$ cat src/rtl/sensor_stream_tx.sv
// rtl/sensor_stream_tx.sv - FIFO-buffered sensor bus transmitter with programmable gaps and bursts
module sensor_stream_tx #(
    parameter int WIDTH      = 16,
    parameter int DEPTH      = 4,
    parameter int GAP_CYCLES = 2,
    parameter int BURST_MAX  = 3
) (
    input  logic             clk,
    input  logic             rst_n,
    input  logic [WIDTH-1:0] in_data,
    input  logic             in_valid,
    output logic             in_ready,
    input  logic             enable,
    input  logic             burst_en,
    output logic [WIDTH-1:0] sensor_data,
    output logic             data_valid,
    output logic             busy,
    output logic [15:0]      tx_count
);

    localparam int AW = $clog2(DEPTH);
    localparam int CW = $clog2(DEPTH + 1);
    // Gap counter keeps at least one bit so GAP_CYCLES = 0 still elaborates.
    localparam int GW = $clog2(GAP_CYCLES + 2);
    localparam int BW = $clog2(BURST_MAX + 1);

    localparam logic [CW-1:0] FULL_COUNT  = CW'(DEPTH);
    localparam logic [GW-1:0] GAP_LOAD    = GW'(GAP_CYCLES);
    localparam logic [BW-1:0] BURST_LIMIT = BW'(BURST_MAX);

    typedef enum logic [1:0] {
        IDLE,
        SEND,
        GAP
    } state_t;

    state_t state;
    state_t state_next;

    logic [WIDTH-1:0] mem [DEPTH];
    logic [AW-1:0]    wr_ptr;
    logic [AW-1:0]    rd_ptr;
    logic [CW-1:0]    count;
    logic             fifo_full;
    logic             fifo_empty;
    logic             push;
    logic             pop;

    logic [GW-1:0]    gap_cnt;
    logic [GW-1:0]    gap_next;
    logic [BW-1:0]    burst_cnt;
    logic [BW-1:0]    burst_next;
    logic             valid_next;

    assign fifo_full  = (count == FULL_COUNT);
    assign fifo_empty = (count == '0);
    // No bypass: a pop in the same cycle does not open the FIFO while it is full.
    assign in_ready   = !fifo_full;
    assign push       = in_valid && in_ready;
    assign busy       = (state != IDLE) || !fifo_empty;

    // Sample storage; contents need no reset because the pointers define validity.
    always_ff @(posedge clk) begin
        if (push) begin
            mem[wr_ptr] <= in_data;
        end
    end

    // FIFO pointers and occupancy; pointers wrap naturally since DEPTH is a power of two.
    always_ff @(posedge clk or negedge rst_n) begin
        if (!rst_n) begin
            wr_ptr <= '0;
            rd_ptr <= '0;
            count  <= '0;
        end else begin
            if (push) begin
                wr_ptr <= wr_ptr + AW'(1);
            end
            if (pop) begin
                rd_ptr <= rd_ptr + AW'(1);
            end
            case ({push, pop})
                2'b10:   count <= count + CW'(1);
                2'b01:   count <= count - CW'(1);
                default: count <= count;
            endcase
        end
    end

    // Next-state decisions: start from IDLE, extend a burst in SEND, count down the gap.
    always_comb begin
        state_next = state;
        pop        = 1'b0;
        valid_next = 1'b0;
        gap_next   = gap_cnt;
        burst_next = burst_cnt;
        case (state)
            IDLE: begin
                if (enable && !fifo_empty) begin
                    pop        = 1'b1;
                    valid_next = 1'b1;
                    burst_next = BW'(1);
                    state_next = SEND;
                end
            end
            SEND: begin
                if (burst_en && enable && (burst_cnt < BURST_LIMIT) && !fifo_empty) begin
                    pop        = 1'b1;
                    valid_next = 1'b1;
                    burst_next = burst_cnt + BW'(1);
                end else begin
                    burst_next = '0;
                    if (GAP_CYCLES == 0) begin
                        state_next = IDLE;
                    end else begin
                        gap_next   = GAP_LOAD;
                        state_next = GAP;
                    end
                end
            end
            GAP: begin
                gap_next = gap_cnt - GW'(1);
                if (gap_cnt == GW'(1)) begin
                    state_next = IDLE;
                end
            end
            default: begin
                state_next = IDLE;
            end
        endcase
    end

    // State and counter registers; reset clears the bus asynchronously, even mid-burst.
    always_ff @(posedge clk or negedge rst_n) begin
        if (!rst_n) begin
            state       <= IDLE;
            gap_cnt     <= '0;
            burst_cnt   <= '0;
            data_valid  <= 1'b0;
            sensor_data <= '0;
            tx_count    <= '0;
        end else begin
            state      <= state_next;
            gap_cnt    <= gap_next;
            burst_cnt  <= burst_next;
            data_valid <= valid_next;
            if (pop) begin
                sensor_data <= mem[rd_ptr];
                tx_count    <= tx_count + 16'd1;
            end
        end
    end

    // Occupancy must stay within 0..DEPTH; push and pop qualifications guarantee it.
    assert property (@(posedge clk) disable iff (!rst_n) !(push && !pop && fifo_full));
    assert property (@(posedge clk) disable iff (!rst_n) !(pop && fifo_empty));

endmodule

$ cat config.mk
export PLATFORM = sky130hd
export DESIGN_NAME = sensor_stream_tx
export DESIGN_NICKNAME = d
export VERILOG_FILES = /design/src/rtl/sensor_stream_tx.sv
export SDC_FILE = /design/constraint.sdc
export NUM_CORES = 1
export LEC_CHECK = 0
export CAP_MARGIN = 20
export CORE_MARGIN = 3
export CORE_UTILIZATION = 50
export DETAILED_ROUTE_END_ITERATION = 10
export PLACE_DENSITY = 0.74
export RECOVER_POWER = 50
export SLEW_MARGIN = 20
export SYNTH_ARGS = -nofsm -noshare
export SYNTH_HDL_FRONTEND = slang
export SYNTH_SLANG_ARGS = --single-unit
$ cat constraint.sdc
create_clock -name clk -period 2.3 [get_ports clk]
set_input_delay 0.46 -clock clk [delete_from_list [all_inputs] [get_ports clk]]
set_output_delay 0.46 -clock clk [all_outputs]
set_load 0.005 [all_outputs]
After elaboration in Yosys (flattened, before gate mapping)
Memories as Yosys holds them, arrays and structs flattened. A register that Yosys moved wholly into a read port is not among the register bits.
Cells that the tools add are included.
Widths: inputs -> output; s select.
{ "classes": {"add_sub_neg": 7, "n_mul": 0, "n_div": 0, "order_cmp": 1, "eq_ne": 9, "n_shift": 0, "n_mux": 13, "bitwise": 0, "reduce_logical": 18} }
{ "ops": {"columns": ["operator", "count"], "rows": [
  ["$add 16x1->16 const B", 1],
  ["$mux 2", 4],
  ["$pmux 2 s2", 2],
  ["$reduce_bool 2->1", 4],
  ["$add 2x1->2 const B", 3],
  ["$eq 2x1->1 const B", 3],
  ["$ne 2x2->1 const B", 3],
  ["$pmux 2 s3", 1],
  ["$pmux 3 s2", 1],
  ["$logic_and 1x1->1", 5],
  ["$eq 2x2->1 const B", 2],
  ["$mux 1", 4],
  ["$reduce_and 2->1", 2],
  ["$add 3x1->3 const B", 1],
  ["$eq 3x3->1 const B", 1],
  ["$logic_not 1->1", 3],
  ["$logic_not 3->1", 1],
  ["$reduce_and 3->1", 1],
  ["$sub 3x1->3 const B", 1],
  ["$logic_not 2->1", 1],
  ["$lt 2x2->1 const B", 1],
  ["$pmux 1 s2", 1],
  ["$sub 2x1->2 const B", 1],
  ["$logic_or 1x1->1", 1]
]} }
{ "totals": {"regBits": 30, "latch_bits": 0, "ramBits": 64, "mem_bits_ro": 0, "input_bits": 21, "memories": 1} }
{ "mem_list": {"columns": ["name", "depth", "word_bits", "rd", "rd_clocked_by_memory_dff", "wr", "line", "text"], "rows": [
  ["mem", 4, 16, 1, 1, 1, "40", "logic [WIDTH-1:0] mem [DEPTH];"]
]} }

Longest topological paths before layout
{ "logic_depth": {"depth_word": 7, "ltp_mapped": 10, "ltp_nobuf": 10} }

Worst setup path before layout
OpenSTA, ideal clock, no wires.
{ "synth_path": {"kind": "register to register", "start": "reg burst_cnt[0]", "end": "reg count[2]", "setup_time_ns": 0.079, "t_arrival_ns": 2.291, "slack_ns": -0.070, "path_stages_with_launch": 11, "n_path_buf": 1, "period_less_slack_ns": 2.370, "path_cell_list": "dfrtp_1 > ha_1 > nand2b_2 > a211oi_4 > buf_6 > ha_1 > inv_1 > fa_1 > xor2_1 > nor2_1 > xor2_1"} }
{ "synth_between": {"elab_chain_len": 7, "elab_cells_between_ends": 9} }
{ "synth_rtl": {"columns": ["element", "line", "text"], "rows": [
  ["start, declared", "51", "logic [BW-1:0] burst_cnt;"],
  ["start signal, assigned", "145", "burst_cnt <= burst_next;"],
  ["$lt 2x2->1 (*)", "107", "if (burst_en && enable && (burst_cnt < BURST_LIMIT) && !fifo_empty) begin"],
  ["$logic_and 1x1->1 (*) (2 in a row)", "107", null],
  ["$mux 1 (*)", "107", null],
  ["$pmux 1 s2 (*)", "97", "case (state)"],
  ["net pop", "47", "logic pop;"],
  ["$eq 2x1->1 or $eq 2x2->1 (tied branches)", "82", "case ({push, pop})"],
  ["$pmux 3 s2 or $reduce_bool 2->1 (tied branches)", null, null],
  ["end signal, assigned", "83", "2'b10: count <= count + CW'(1);"],
  ["end signal, assigned", "84", "2'b01: count <= count - CW'(1);"],
  ["end signal, assigned", "85", "default: count <= count;"],
  ["end, declared", "43", "logic [CW-1:0] count;"]
]} }
The timed path passes the listed nets; every way through them passes the cells marked *.
A chain may end at the register's enable or synchronous reset.

Final worst setup path
{ "layout_path": {"start": "reg count[0]", "end": "out busy"} }
{ "layout_between": {"elab_chain_len": 3} }
{ "layout_rtl": {"columns": ["element", "line", "text"], "rows": [
  ["$logic_not 3->1", "56", "assign fifo_empty = (count == '0);"],
  ["$logic_not 1->1", "60", "assign busy = (state != IDLE) || !fifo_empty;"],
  ["$logic_or 1x1->1", "60", null],
  ["end, declared", "17", "output logic busy,"]
]} }
Every way passes these cells.

==> run_results.csv <==
group,metric,value,unit
finish,drive_gt1_share,20.1,%
grt,grt_pass1_vias,2458,
setup_path,crit_type,"flip-flop to output port",
grt,grt.total_usage,16.3,%
die,initial_core_util,53.0,%
pwr,ir_drop,0.542,mV
synthesis,yosysMostFrequentCell,"edfxtp_1",
setup_path,worstSetupStartpoint,"count[0]$_DFFE_PN0P_",
run,max-cap-violations,0,
grt,grt_overflow,0,
synthesis,yosys_warnings,0,
clocking,clockBufferDepth,2,
pwr,powerDensity,1160,nW/µm²
pwr,pwr-share-comb,34.2,%
detailed_routing,via_per_inst,5.35,
synthesis,yosysSeqAreaShare,68.9,%
synthesis,synth_commonest_cells,"edfxtp_1, dfrtp_1, mux2_2, xnor2_1, nand3_1",
detailed_routing,drt-initial-drc-count,95,
setup_path,r2r_cells,11,
synthesis,netlist_instances,247,
sta,period_needed,2160,ps
sta,setup_viol,0,
sta,post-route-period-util,93.7,%
setup_path,critPathCapture,"busy",
setup_path,critical_path.max_stage_delay,400,ps
pwr,intPower,0.00441,W
grt,grt_first_pass_wirelength,12400,µm
clocking,cts_sinks,110,
synthesis,synth-edff-count,64,
setup_path,end_kind,"output port",
run_status,outcome,"finished clean",
clocking,clk_pin_slew,110,ps
clocking,worstSkewPairLatency,360,ps
synthesis,synth_fp_nets,277,
clocking,cts_root_buf,"clkbuf_8",
die,dieWidth,100,µm
sta,finalHoldViolCount,0,
finish,design_area,5420,µm²
detailed_routing,drc,0,
setup_path,r2r_end,"count[2]$_DFFE_PN0P_",
sta,timing.hold.ws,478,ps
setup_path,crit_family,"simple AND/OR/NAND/NOR gates",
placement,dp_cells,414,
pwr,power_switching,0.00184,W
detailed_routing,via_count,2323,
detailed_routing,ant_nets,0,
grt,antenna_found_initial,0,
synthesis,ys_ff_latch,110,
detailed_routing,drt_first_pass_iters,4,
finish,syn2layout_area_growth,21.4,%
setup_path,path_cells,"or3_4 > or3_1 > dlygate4sd2_1",
pwr,p_leak,2.06,nW
detailed_routing,routed_wl,7470,µm
pwr,swShare,29.5,%
die,die_height,100,µm
die,rows,33,
setup_path,slowest_stage,"dfrtp_1",
die,ios,56,
finish,final.fill_count,633,
clocking,cts-htree-levels,3,
finish,final_net_count,354,
hold_path,hold_path.class,"flip-flop to flip-flop",
placement,port_buffers,55,
sta,final_max_slew_viol_count,0,
detailed_routing,post_drt_wl_per_cell,17.2,µm
sta,max-slew-margin-rel,61.2,%
clocking,cts_tree,"done",
sta,setup_tns,0,ps
pwr,p_seq_share,47.6,%
clocking,cts_made_buffers,9,
synthesis,syn_area,4460,µm²
sta,tightest_slew,581,ps
synthesis,synthDistinctLibCells,39,
synthesis,syn_avg_cell_area,18.1,µm²
finish,fin_cells,434,
setup_path,reg2reg_from,"count[1]$_DFFE_PN0P_",
placement,dp.final_hpwl,5090,µm
synthesis,async_flop_share,41.8,%
grt,grt_max_degree,33,
setup_path,cp_num_buf_inv,1,
die,dieArea,10100,µm²
setup_path,crit_required,1840,ps
die,core_area,8420,µm²
finish,diodes,0,
placement,dpl_cell_area,5200,µm²
setup_path,cp.arrival,1700,ps
setup_path,critPathLaunchType,"flip-flop",
synthesis,yosys-top-cells-area,"edfxtp_1, dfrtp_1, mux4_1",
setup_path,cp.depth,3,
sta,skew,15.6,ps
synthesis,synth_ff_type,"edfxtp_1",
synthesis,yosysTopAreaCellShare,43.1,%
setup_path,regToRegSetupSlack,190,ps
sta,rsz0062_at_grt,"false",
setup_path,crit_fanout,2,
pwr,power.share.clock,18.2,%
synthesis,yosysTopAreaCell,"edfxtp_1",
placement,routabilityCongestion,0.746,
sta,max_freq,464,MHz
registers in the layout, indices dropped and copies added, names as in the netlist:
register and cells:
mem 64, sensor_data 16, tx_count 16, count 3
burst_cnt 2, gap_cnt 2, rd_ptr 2, state 2
wr_ptr 2, data_valid 1
how the worst min path moves through the flow:
| stage | from | to | slack, ps | cells after the start |
|---|---|---|---|---|
| 2_1_floorplan | rst_n | burst_cnt[0]$_DFFE_PN0P_ | 160 | 0 |
| 5_1_grt | tx_count[15]$_DFFE_PN0P_ | tx_count[15]$_DFFE_PN0P_ | 500 | 1 |
| 4_1_cts | tx_count[15]$_DFFE_PN0P_ | tx_count[15]$_DFFE_PN0P_ | 480 | 1 |
| 3_3_place_gp | rst_n | sensor_data[5]$_DFFE_PN0P_ | 340 | 1 |
| 3_5_place_dp | rst_n | sensor_data[7]$_DFFE_PN0P_ | 340 | 1 |
| 6_report | tx_count[15]$_DFFE_PN0P_ | tx_count[15]$_DFFE_PN0P_ | 480 | 1 |
through the flow:
| step | total power [W] | worst slack [ps] | util, % |
|---|---|---|---|
| after global placement | 0.00509 | -89.1 | 61.8 |
| after global routing | 0.00666 | 48.9 | 64.3 |
| after detailed placement | 0.00518 | -123 | 61.8 |
| final | 0.00626 | 144 | 64.3 |
| after floorplan | 0.00428 | 35.7 | - |
| after CTS | 0.00636 | 21.7 | 64.5 |
timing repair:
action	CTS	global route
endpoints found under the setup margin	1	2
hold endpoints to repair	8	0
hold buffers	1	0
resized for setup	2	2
buffers inserted	3	0
layer usage:
layer  GRT usage (%)  vias to the layer above  share of wire, %
met5               0                        -                 0
met4            6.63                        0               1.4
met3            3.39                        7               3.8
met2            26.7                       47                50
met1            21.3                     1167                45
li1                -                     1102                 -
layout by cell type (no fill, tap or decap), types with 5 or more instances in the layout:
master and count:
and3_1 8, buf_4 11, clkbuf_8 9, clkdlybuf4s50_1 37, dfrtp_1 45, dlygate4sd3_1 17, edfxtp_1 64, ha_1 8
inv_1 7, mux2_2 18, mux4_1 8, mux4_2 8, nand2_1 5, nand3_1 8, xnor2_1 15, xor2_1 6
final cells by class:
class / instances / area (µm²) / share of cell area [%]
Inverter: 7 / 26.3 / 0.485
Sequential cell: 110 / 3070 / 56.8
Timing Repair Buffer: 75 / 687 / 12.7
Clock buffer: 9 / 124 / 2.29
Multi-Input combinational cell: 121 / 1300 / 24.0
Clock inverter: 7 / 71.3 / 1.32
Tap cell: 105 / 131 / 2.43
power groups by stage:
stage,logic (W),registers (W),clock network [W]
floorplan,0.00133,0.00295,0
global placement,0.00207,0.00302,0
detailed placement,0.00214,0.00305,0
CTS,0.00221,0.00299,0.00116
global route,0.00236,0.00305,0.00125
finish,0.00214,0.00298,0.00114
worst reg2reg max path: stages (launching register included):
cell	delay [ps]
dfrtp_1	390
clkbuf_1	130
inv_1	140
nand3_2	140
and2_1	200
inv_1	60
ha_1	160
inv_1	50
fa_1	370
xor2_1	150
nor2_1	110
xor2_1	140
logic make-up (layout without fill, tap and decap cells):
| group | count (synthesis) | after routing | synth area share, % |
|---|---|---|---|
| adders and majority gates | 9 | 9 | 2.69 |
| xor gates and xnor gates | 21 | 21 | 4.12 |
| buffers and inverters | 16 | 98 | 2.24 |
| DFF | 110 | 110 | 68.9 |
| muxes | 35 | 35 | 13.5 |
| AOI/OAI and AO/OA | 15 | 15 | 3.23 |
| and+or+nand+nor | 41 | 41 | 5.33 |
Power figures use the tool's default switching activity.
